[src/rtl/uart_defs.sv]
// Shared UART transmitter definitions: FSM state encodings,
// serial line levels and the default bit period.
package uart_defs;

    // 3-bit state encodings for the transmit FSM
    localparam logic [2:0] ST_IDLE   = 3'd0;
    localparam logic [2:0] ST_FETCH  = 3'd1;
    localparam logic [2:0] ST_START  = 3'd2;
    localparam logic [2:0] ST_DATA   = 3'd3;
    localparam logic [2:0] ST_PARITY = 3'd4;
    localparam logic [2:0] ST_STOP   = 3'd5;

    typedef enum logic [2:0] {
        S_IDLE   = ST_IDLE,
        S_FETCH  = ST_FETCH,
        S_START  = ST_START,
        S_DATA   = ST_DATA,
        S_PARITY = ST_PARITY,
        S_STOP   = ST_STOP
    } tx_state_t;

    // Serial line levels
    localparam logic LINE_IDLE  = 1'b1;
    localparam logic LINE_START = 1'b0;
    localparam logic LINE_STOP  = 1'b1;

    // 50 MHz / 115200 baud
    localparam int DEFAULT_CLKS_PER_BIT = 434;

endpackage

[src/rtl/uart_baud_gen.sv]
// Bit-period timer for the UART transmitter.
// Ports: clk, reset (async, active-high), clear (sync count clear),
//        enable (count advance), bit_tick (1-cycle end-of-bit pulse).
module uart_baud_gen #(
    parameter int CLKS_PER_BIT = uart_defs::DEFAULT_CLKS_PER_BIT
) (
    input  logic clk,
    input  logic reset,
    input  logic clear,
    input  logic enable,
    output logic bit_tick
);

    localparam int CW =
        (CLKS_PER_BIT > 1) ? $clog2(CLKS_PER_BIT) : 1;
    localparam logic [CW-1:0] LAST = CW'(CLKS_PER_BIT - 1);

    logic [CW-1:0] cnt;

    // Tick is combinational so the FSM sees it in the last cycle
    // of the bit and moves on at the closing edge.
    assign bit_tick = enable && (cnt == LAST);

    always_ff @(posedge clk or posedge reset) begin
        if (reset) begin
            cnt <= '0;
        end else if (clear) begin
            cnt <= '0;
        end else if (enable) begin
            if (cnt == LAST) begin
                cnt <= '0;
            end else begin
                cnt <= cnt + 1'b1;
            end
        end
    end

endmodule

[src/rtl/uart_tx_fifo_reader.sv]
// UART transmitter draining the TX FIFO: pops a byte when idle and
// sends start, 8 data bits LSB first, optional parity, 1-2 stops.
// Ports: clk, reset (async, active-high), fifo_empty, fifo_rd_en,
//        fifo_rd_data, uart_txd, tx_busy, tx_done.
module uart_tx_fifo_reader
    import uart_defs::*;
#(
    parameter int CLKS_PER_BIT = DEFAULT_CLKS_PER_BIT,
    parameter int PARITY_EN    = 0,
    parameter int PARITY_ODD   = 0,
    parameter int STOP_BITS    = 1
) (
    input  logic       clk,
    input  logic       reset,
    input  logic       fifo_empty,
    output logic       fifo_rd_en,
    input  logic [7:0] fifo_rd_data,
    output logic       uart_txd,
    output logic       tx_busy,
    output logic       tx_done
);

    if (CLKS_PER_BIT < 2 || !(STOP_BITS == 1 || STOP_BITS == 2))
    begin : g_bad_params
        $error("uart_tx_fifo_reader: illegal CLKS_PER_BIT/STOP_BITS");
    end

    localparam logic [2:0] LAST_STOP = 3'(STOP_BITS - 1);
    localparam logic       ODD       = (PARITY_ODD != 0);

    tx_state_t  state;
    logic [7:0] shift_reg;
    logic [2:0] bit_idx;
    logic       parity_bit;
    logic       bit_tick;
    logic       baud_clear;
    logic       baud_en;

    assign baud_clear = (state == S_FETCH);
    assign baud_en    = (state != S_IDLE) && (state != S_FETCH);

    // Pop only from IDLE; the FSM leaves IDLE on the same edge,
    // so exactly one strobe per byte.
    assign fifo_rd_en = (state == S_IDLE) && !fifo_empty && !reset;

    uart_baud_gen #(
        .CLKS_PER_BIT(CLKS_PER_BIT)
    ) u_baud (
        .clk     (clk),
        .reset   (reset),
        .clear   (baud_clear),
        .enable  (baud_en),
        .bit_tick(bit_tick)
    );

    // uart_txd is loaded with the level of the state being entered,
    // so the line changes on the same edge as the state.
    always_ff @(posedge clk or posedge reset) begin
        if (reset) begin
            state      <= S_IDLE;
            shift_reg  <= '0;
            bit_idx    <= '0;
            parity_bit <= 1'b0;
            uart_txd   <= LINE_IDLE;
            tx_busy    <= 1'b0;
            tx_done    <= 1'b0;
        end else begin
            tx_done <= 1'b0;
            unique case (state)
                S_IDLE: begin
                    if (!fifo_empty) begin
                        state   <= S_FETCH;
                        tx_busy <= 1'b1;
                    end
                end
                S_FETCH: begin
                    shift_reg  <= fifo_rd_data;
                    parity_bit <= (^fifo_rd_data) ^ ODD;
                    bit_idx    <= '0;
                    uart_txd   <= LINE_START;
                    state      <= S_START;
                end
                S_START: begin
                    if (bit_tick) begin
                        uart_txd <= shift_reg[0];
                        bit_idx  <= '0;
                        state    <= S_DATA;
                    end
                end
                S_DATA: begin
                    if (bit_tick) begin
                        if (bit_idx == 3'd7) begin
                            bit_idx <= '0;
                            if (PARITY_EN != 0) begin
                                uart_txd <= parity_bit;
                                state    <= S_PARITY;
                            end else begin
                                uart_txd <= LINE_STOP;
                                state    <= S_STOP;
                            end
                        end else begin
                            bit_idx   <= bit_idx + 3'd1;
                            shift_reg <= shift_reg >> 1;
                            uart_txd  <= shift_reg[1];
                        end
                    end
                end
                S_PARITY: begin
                    if (bit_tick) begin
                        uart_txd <= LINE_STOP;
                        bit_idx  <= '0;
                        state    <= S_STOP;
                    end
                end
                S_STOP: begin
                    if (bit_tick) begin
                        if (bit_idx == LAST_STOP) begin
                            bit_idx <= '0;
                            tx_busy <= 1'b0;
                            tx_done <= 1'b1;
                            state   <= S_IDLE;
                        end else begin
                            bit_idx <= bit_idx + 3'd1;
                        end
                    end
                end
                default: begin
                    uart_txd <= LINE_IDLE;
                    tx_busy  <= 1'b0;
                    state    <= S_IDLE;
                end
            endcase
        end
    end

endmodule

[config.mk]
export PLATFORM = sky130hd
export DESIGN_NAME = uart_tx_fifo_reader
export DESIGN_NICKNAME = d
export VERILOG_FILES = /design/src/rtl/uart_defs.sv /design/src/rtl/uart_baud_gen.sv /design/src/rtl/uart_tx_fifo_reader.sv
export SDC_FILE = /design/constraint.sdc
export NUM_CORES = 1
export LEC_CHECK = 0
export CAP_MARGIN = 20
export CORE_UTILIZATION = 55
export CTS_CLUSTER_SIZE = 16
export DETAILED_ROUTE_END_ITERATION = 16
export GPL_TIMING_DRIVEN = 0
export PLACE_DENSITY = 0.77
export SLEW_MARGIN = 20
export SYNTH_ARGS = -nofsm -noshare
export SYNTH_HDL_FRONTEND = slang
export SYNTH_SLANG_ARGS = --single-unit
[constraint.sdc]
create_clock -name clk -period 4.9 [get_ports clk]
set_input_delay 0.98 -clock clk [delete_from_list [all_inputs] [get_ports clk]]
set_output_delay 0.98 -clock clk [all_outputs]
set_load 0.01 [all_outputs]
==> impl_metrics.tcl <==
set metrics [dict create \
    run_status "completed" \
    share_of_the_clock_period_used_by_the_worst_path_after_layout 0.652 \
    p_sw_uw 182 \
    die_area_um2 2910 \
    static_leakage_nw 0.734 \
    insertion_delay_ns 0.33 \
    worstPathRequired_ns 3.92 \
    final_max_slew_viol_count 0 \
    cts-htree-levels 1 \
    rr_endpoint "tx_busy" \
    synth.cell_area_um2 1490 \
    timing.reg2reg.worst_path_depth 6 \
    clock_power_share 0.177 \
    fmax_mhz 313 \
    first_pass_grt_wire_length_um 4800 \
    holdBufCountCts 0 \
    setup_viol_count_final 0 \
    grt_max_degree 27 \
    routed_via_density 6.13 \
    drt-pass1-iter-count 4 \
    numCtsBuffers 3 \
    syn-mean-instance-area_um2 10.5 \
    crit_path_cell_trace "clkdlybuf4s50_1, nor3_1, clkdlybuf4s50_1" \
    tns_ns 0 \
    detailroute.wirelength.met2_um 1490 \
    cts_num_sinks 26 \
    maxCapViolations 0 \
    pwr_density_cell_nw_per_um2 327 \
    start_util 0.589 \
    initialDrtViolationCount 23 \
    power_switching_share 0.330 \
    number_of_hold_violations_in_the_final_report 0 \
    min_path_cells 1 \
    gp_congestion 0.851 \
    initial_antenna_violation_count 0 \
    cts_tree "built" \
    critical_path.startpoint_type "primary input" \
    gr-total-overflow 0 \
    deepest_clock_path_buffer_count 2 \
    max_reg_flops 9 \
    cp.arrival_ns 2.21 \
    post-dp-hpwl_um 2140 \
    post-cts-setup-buffer-count 0 \
    routed-via-count 1158 \
    setup_slack_ns 1.71 \
    synth-edff-count 0 \
    number_of_antenna_cells_inserted 0 \
    setup.worst_path.class "in2out" \
    met3WireLength_um 108 \
    timing.critical_path.from "fifo_empty" \
    hold_path.startpoint "shift_reg[2]" \
    layout_common_cells "sky130_fd_sc_hd__dfrtp_1 (25), sky130_fd_sc_hd__o21ai_0 (16), sky130_fd_sc_hd__mux2_2 (14), sky130_fd_sc_hd__clkdlybuf4s50_1 (14), sky130_fd_sc_hd__nand2_1 (9)" \
    placement.setup.worst_slack_ns 1.73 \
    routedWlPerCell_um 15.8 \
    min_period_ns 3.19 \
    antenna_violating_nets_post_route 0 \
    area.sequential_um2 652 \
    crit_reg_reg_startpoint "u_baud.cnt[1]" \
    final_cell_count_without_fillers 189 \
    sequentialPowerShare 0.541 \
    fp.dieW_um 54.0 \
    die_h_um 54.0 \
    leading_cell_type_in_the_layout_fill_and_taps_excluded "sky130_fd_sc_hd__dfrtp_1" \
    synth-warning-count 0 \
    path_delay_family "buffers and inverters" \
    port_buffers 14 \
    slew-limit-headroom 0.369 \
    num_rows 18 \
    clock-root-buffer "sky130_fd_sc_hd__clkbuf_4" \
    synth_async_sr_flop_share 1.00 \
    number_of_nets_in_the_synthesized_netlist 157 \
    placed_cells_incl_taps 185 \
    fill_cells 200 \
    max_vdd_drop_uv 257 \
    tightest_pin_transition_ns 0.941 \
    timing.critical_path.to_type "output port" \
    multi_input_area_um2 788 \
    yosysSeqAreaShare 0.439 \
    post_cts_resized 0 \
    hold_path.class "reg2reg" \
    total_wirelength_of_the_detailed_routed_design_um 2980 \
    global_route_total_usage_across_every_layer 0.236 \
    io-pin-count 15 \
    routed.top_layer "met4" \
    reg_clk_slew_reported_paths_ns 0.13 \
    ys_dominant_reg_cell "sky130_fd_sc_hd__dfrtp_1" \
    intPower_uw 371 \
    synth_cells 141 \
    core_um2 2520 \
    cp_common_cell "sky130_fd_sc_hd__clkdlybuf4s50_1" \
    routed_metal_1_wirelength_um 1330 \
    drc_errors 0 \
    ff_latch_count_synth 26 \
    combPwrFrac 0.282 \
    yosys.cell_types.count 37 \
    grt_setup_unrepaired "no" \
    timing.critical_path.slowest_cell_delay_ns 0.58 \
    min_delay_worst_endpoint "shift_reg[2]" \
    layout-drive-gt1-share 0.182 \
    critical_path.max_fanout 3 \
    cp_bufs_invs 2 \
    area_delta_synth_final_pct 13.7 \
    skew_ns 0.00585 \
    crit_slowest_cell "sky130_fd_sc_hd__clkdlybuf4s50_1" \
    vias_in_the_first_global_route 1101 \
    num-nets-final 176 \
    rrSetupSlack_ns 3.07 \
]
[routing by layer]
metal | global-route usage | vias up
li1 | - | 552
met1 | 0.299 | 571
met2 | 0.401 | 30
met3 | 0.0254 | 5
met4 | 0.105 | 0
met5 | 0 | -
[synth_stat cells, types with 2 or more instances]
library cell / n / share of area
sky130_fd_sc_hd__dfrtp_1: 25 / 0.42
sky130_fd_sc_hd__o21ai_0: 16 / 0.054
sky130_fd_sc_hd__mux2_2: 14 / 0.11
sky130_fd_sc_hd__nand2_1: 9 / 0.023
sky130_fd_sc_hd__nor2_1: 8 / 0.020
sky130_fd_sc_hd__inv_1: 6 / 0.015
sky130_fd_sc_hd__nand3_1: 6 / 0.020
sky130_fd_sc_hd__ha_1: 5 / 0.042
sky130_fd_sc_hd__nor3_1: 5 / 0.017
sky130_fd_sc_hd__a21oi_1: 4 / 0.013
sky130_fd_sc_hd__a211oi_1: 3 / 0.015
sky130_fd_sc_hd__a22o_1: 3 / 0.018
sky130_fd_sc_hd__a31oi_1: 3 / 0.013
sky130_fd_sc_hd__and3_1: 3 / 0.013
sky130_fd_sc_hd__buf_2: 3 / 0.010
sky130_fd_sc_hd__nand2b_1: 3 / 0.013
sky130_fd_sc_hd__o22ai_1: 3 / 0.013
sky130_fd_sc_hd__mux2i_1: 2 / 0.013
sky130_fd_sc_hd__nor2b_1: 2 / 0.0084
[power groups by stage]
stage	Sequential (mW)	Combinational, mW	Clock (mW)
5_1_grt	0.307	0.175	0.108
3_3_place_gp	0.301	0.151	0
3_5_place_dp	0.304	0.156	0
6_report	0.299	0.156	0.0980
4_1_cts	0.299	0.157	0.104
2_1_floorplan	0.292	0.128	0
[worst max path at each step]
stage / endpoint / slack (ns) / depth (start not counted)
after detailed placement: fifo_rd_en / 1.73 / 3
final: fifo_rd_en / 1.71 / 3
after floorplan: fifo_rd_en / 2.64 / 1
after CTS: fifo_rd_en / 1.73 / 3
after global routing: fifo_rd_en / 1.60 / 5
after global placement: fifo_rd_en / 1.74 / 3
[per-stage QoR]
stage | area, um^2 | util | hold slack (ns) | total power, mW
floorplan | 1490 | - | 0.462 | 0.420
CTS | 1690 | 0.670 | 0.525 | 0.560
global placement | 1660 | 0.659 | 0.483 | 0.452
global route | 1690 | 0.670 | 0.547 | 0.590
detailed placement | 1660 | 0.659 | 0.492 | 0.460
finish | 1690 | 0.670 | 0.519 | 0.553
[worst register-to-register path: cells and delay by family (launching register included)]
family | cells | cell delay [ns]
AND/OR/NAND/NOR | 3 | 0.91
flip-flops | 1 | 0.44
adder cells (fa/ha/maj) | 1 | 0.18
AO/OA/AOI/OAI | 1 | 0.11
buffers and inverters | 1 | 0.09
[logic make-up after synthesis]
family          count (synthesis)  share of synthesized area
compound gates                 38                      0.174
xor+xnor                        2                     0.0118
fa+ha+maj                       5                     0.0421
buf+inv                        11                     0.0303
flops                          26                      0.439
mux                            17                      0.127
simple gates                   42                      0.175
[final cells by class]
| class | count | area share |
|---|---|---|
| Tap cell | 30 | 0.0222 |
| Clock buffer | 4 | 0.0156 |
| Multi-Input combinational cell | 104 | 0.467 |
| Buffer | 4 | 0.0111 |
| Timing Repair Buffer | 14 | 0.0830 |
| Inverter | 7 | 0.0156 |
| Sequential cell | 26 | 0.386 |
(Power assumes the default switching activity.)
==> RTL edit: new RTL, config.mk and constraints unchanged <==
Put one more register stage on the output `uart_txd`, cleared by the reset. The value now appears one clock later. The other outputs are not delayed to match.
--- a/src/rtl/uart_tx_fifo_reader.sv
+++ b/src/rtl/uart_tx_fifo_reader.sv
@@ -19,6 +19,8 @@
     output logic       tx_busy,
     output logic       tx_done
 );
+
+    logic uart_txd_s0;
 
     if (CLKS_PER_BIT < 2 || !(STOP_BITS == 1 || STOP_BITS == 2))
     begin : g_bad_params
@@ -61,7 +63,7 @@
             shift_reg  <= '0;
             bit_idx    <= '0;
             parity_bit <= 1'b0;
-            uart_txd   <= LINE_IDLE;
+            uart_txd_s0 <= LINE_IDLE;
             tx_busy    <= 1'b0;
             tx_done    <= 1'b0;
         end else begin
@@ -77,12 +79,12 @@
                     shift_reg  <= fifo_rd_data;
                     parity_bit <= (^fifo_rd_data) ^ ODD;
                     bit_idx    <= '0;
-                    uart_txd   <= LINE_START;
+                    uart_txd_s0 <= LINE_START;
                     state      <= S_START;
                 end
                 S_START: begin
                     if (bit_tick) begin
-                        uart_txd <= shift_reg[0];
+                        uart_txd_s0 <= shift_reg[0];
                         bit_idx  <= '0;
                         state    <= S_DATA;
                     end
@@ -92,22 +94,22 @@
                         if (bit_idx == 3'd7) begin
                             bit_idx <= '0;
                             if (PARITY_EN != 0) begin
-                                uart_txd <= parity_bit;
+                                uart_txd_s0 <= parity_bit;
                                 state    <= S_PARITY;
                             end else begin
-                                uart_txd <= LINE_STOP;
+                                uart_txd_s0 <= LINE_STOP;
                                 state    <= S_STOP;
                             end
                         end else begin
                             bit_idx   <= bit_idx + 3'd1;
                             shift_reg <= shift_reg >> 1;
-                            uart_txd  <= shift_reg[1];
+                            uart_txd_s0 <= shift_reg[1];
                         end
                     end
                 end
                 S_PARITY: begin
                     if (bit_tick) begin
-                        uart_txd <= LINE_STOP;
+                        uart_txd_s0 <= LINE_STOP;
                         bit_idx  <= '0;
                         state    <= S_STOP;
                     end
@@ -125,7 +127,7 @@
                     end
                 end
                 default: begin
-                    uart_txd <= LINE_IDLE;
+                    uart_txd_s0 <= LINE_IDLE;
                     tx_busy  <= 1'b0;
                     state    <= S_IDLE;
                 end
@@ -133,5 +135,13 @@
         end
     end
 
+    always_ff @(posedge clk or posedge reset) begin
+        if (reset) begin
+            uart_txd <= '0;
+        end else begin
+            uart_txd <= uart_txd_s0;
+        end
+    end
+
 endmodule
 
Check against the original RTL: not equivalent (a bounded check fails within 4 cycles, from zero or initial values and one cycle with reset high).
==> RTL edit against the unedited design <==
- synthesized cell count fell by 0.71%
- highest routed layer unchanged
- setup slack improved by 0.017 ns
- hold slack got worse by 0.089 ns
- sequential share of layout area rose by 0.84 points
- maximum frequency rose by 0.55%
- wire length fell by 1.5%
- count of clock-buffer cells in the layout fell by 1
- sequential cell count rose by 1
- via count barely moved
- global-route usage fell by 1.6 points
- final area rose by 1.6%
- synthesized area rose by 1.8%
Power is not compared: it rests on default switching activity, and its combinational part moved more than twofold at a synthesized area within 25%.
==> RTL edit: results (changes against the unedited design) <==
[die] die span in x 54.4 um [+0.84%]
[layout] layout cell share with drive strength beyond 1 16.5% [-1.8 points]
[route] WL met2 1450 um [-3.0%]
[placed_design] area after detailed placement 1690 um2 [+1.6%]
[grt] largest net degree at the start of global routing 28 [+3.7%]
[layout] Non-CTS inverters 6 [-1]
[setup_path] crit-path leading delay family buffers and inverters
[grt] global routing usage on met1 29.2% [-0.70 points]
[layout] fillcell total 201 [+0.50%]
[setup_path] RR Endpoint uart_txd_s0
[route] final routed wire length divided by cell count 15.6 um [-1.0%]
[grt] global-route wire length before repair 4600 um [-4.0%]
[yosys] Mean Syn Cell Area 10.8 um2 [+2.5%]
[sta] post-route clock skew 0.00907 ns [+0.00322 ns]
[route] met1 routed wirelength after detailed routing 1390 um [+4.9%]
[yosys] portion of netlist area occupied by mux cells 12.6% [-0.14 points]
[yosys] Synth Area in Compound Gates 18.3% [+0.86 points]
[sta] Hold WS 0.430 ns [-0.0891 ns]
[route] detail-routed via count per cell 6.16 [+0.62%]
[layout] area taken by multi-input logic gates 766 um2 [-2.9%]
[setup_path] length in cells of the worst reg-to-reg path 5 [-1]
[yosys] library cells used by synthesis 42 [+14%]
[grt] All-Layer GR Usage 22.0% [-1.6 points]
[min_path] Worst Hold Depth 0 [-1]
[layout] comb_multi_in 101 [-2.9%]
[route] total vias in the final route 1159 [+0.086%]
[route] met3 routed wirelength 73 um [-32%]
[setup_path] largest incremental delay on the critical path 0.56 ns [-0.02 ns]
[yosys] post-synthesis sequential area ratio 44.8% [+0.89 points]
[yosys] Post-Synth XOR/XNOR Area 0% [-1.2 points]
[yosys] Post-Synthesis Net Count 156 [-0.64%]
[route] detailed router's first-iteration violation count 19 [-17%]
[grt] vias in the first global route 1029 [-6.5%]
[run_status] outcome finished, final reports clean
[placed_design] Placed Cells incl. Taps 184 [-0.54%]
[layout] register fraction of the total cell area 39.4% [+0.84 points]
[setup_path] R2R Path Start u_baud.cnt[6]
[min_path] Hold/Removal Path Class reg2reg
[layout] number of buffers other than clock buffers in the final layout 20 [+2]
[min_path] worst hold path endpoint uart_txd
[placed_design] final weighted congestion in routability-driven placement 0.812 [-4.6%]
[grt] global-route met2 utilization 37.6% [-2.5 points]
[grt] met3 Track Usage GR 2.50% [-0.042 points]
[sta] worst relative slew slack 58.1% [+21 points]
[layout] fraction of area in clock buffers and inverters 1.60% [+0.048 points]
[yosys] proportion of netlist area held by the largest area contributor 43.0% [+0.92 points]
[setup_path] setup slack, reg-to-reg 2.69 ns [-0.38 ns]
[yosys] main area contributors after synthesis sky130_fd_sc_hd__dfrtp_1, sky130_fd_sc_hd__mux2_2, sky130_fd_sc_hd__mux2_1, sky130_fd_sc_hd__ha_1, sky130_fd_sc_hd__o21ai_0
==> RTL edit: changes by cell type after synthesis, sizes merged, moves of 3 or more <==
cell	unedited run	this run
o21ai	16	8
nand2	9	4
a21oi	4	7
a41oi	0	3
nand3	8	5
nand4	1	4
==> RTL edit: through the flow <==
step / worst slack (ns) / utilization (%) / power, W
2_1_floorplan: 2.64 / - / 0.000240
3_3_place_gp: 1.74 / 66.4 / 0.000250
3_5_place_dp: 1.73 / 66.4 / 0.000251
4_1_cts: 1.71 / 67.5 / 0.000346
5_1_grt: 1.70 / 67.5 / 0.000358
6_report: 1.72 / 67.5 / 0.000343
==> RTL edit: report_power, final <==
group          total (W)  switching (W)  internal [W]
clock network  0.0000969      0.0000663     0.0000306
registers       0.000228     0.00000181      0.000226
logic          0.0000184     0.00000732     0.0000111
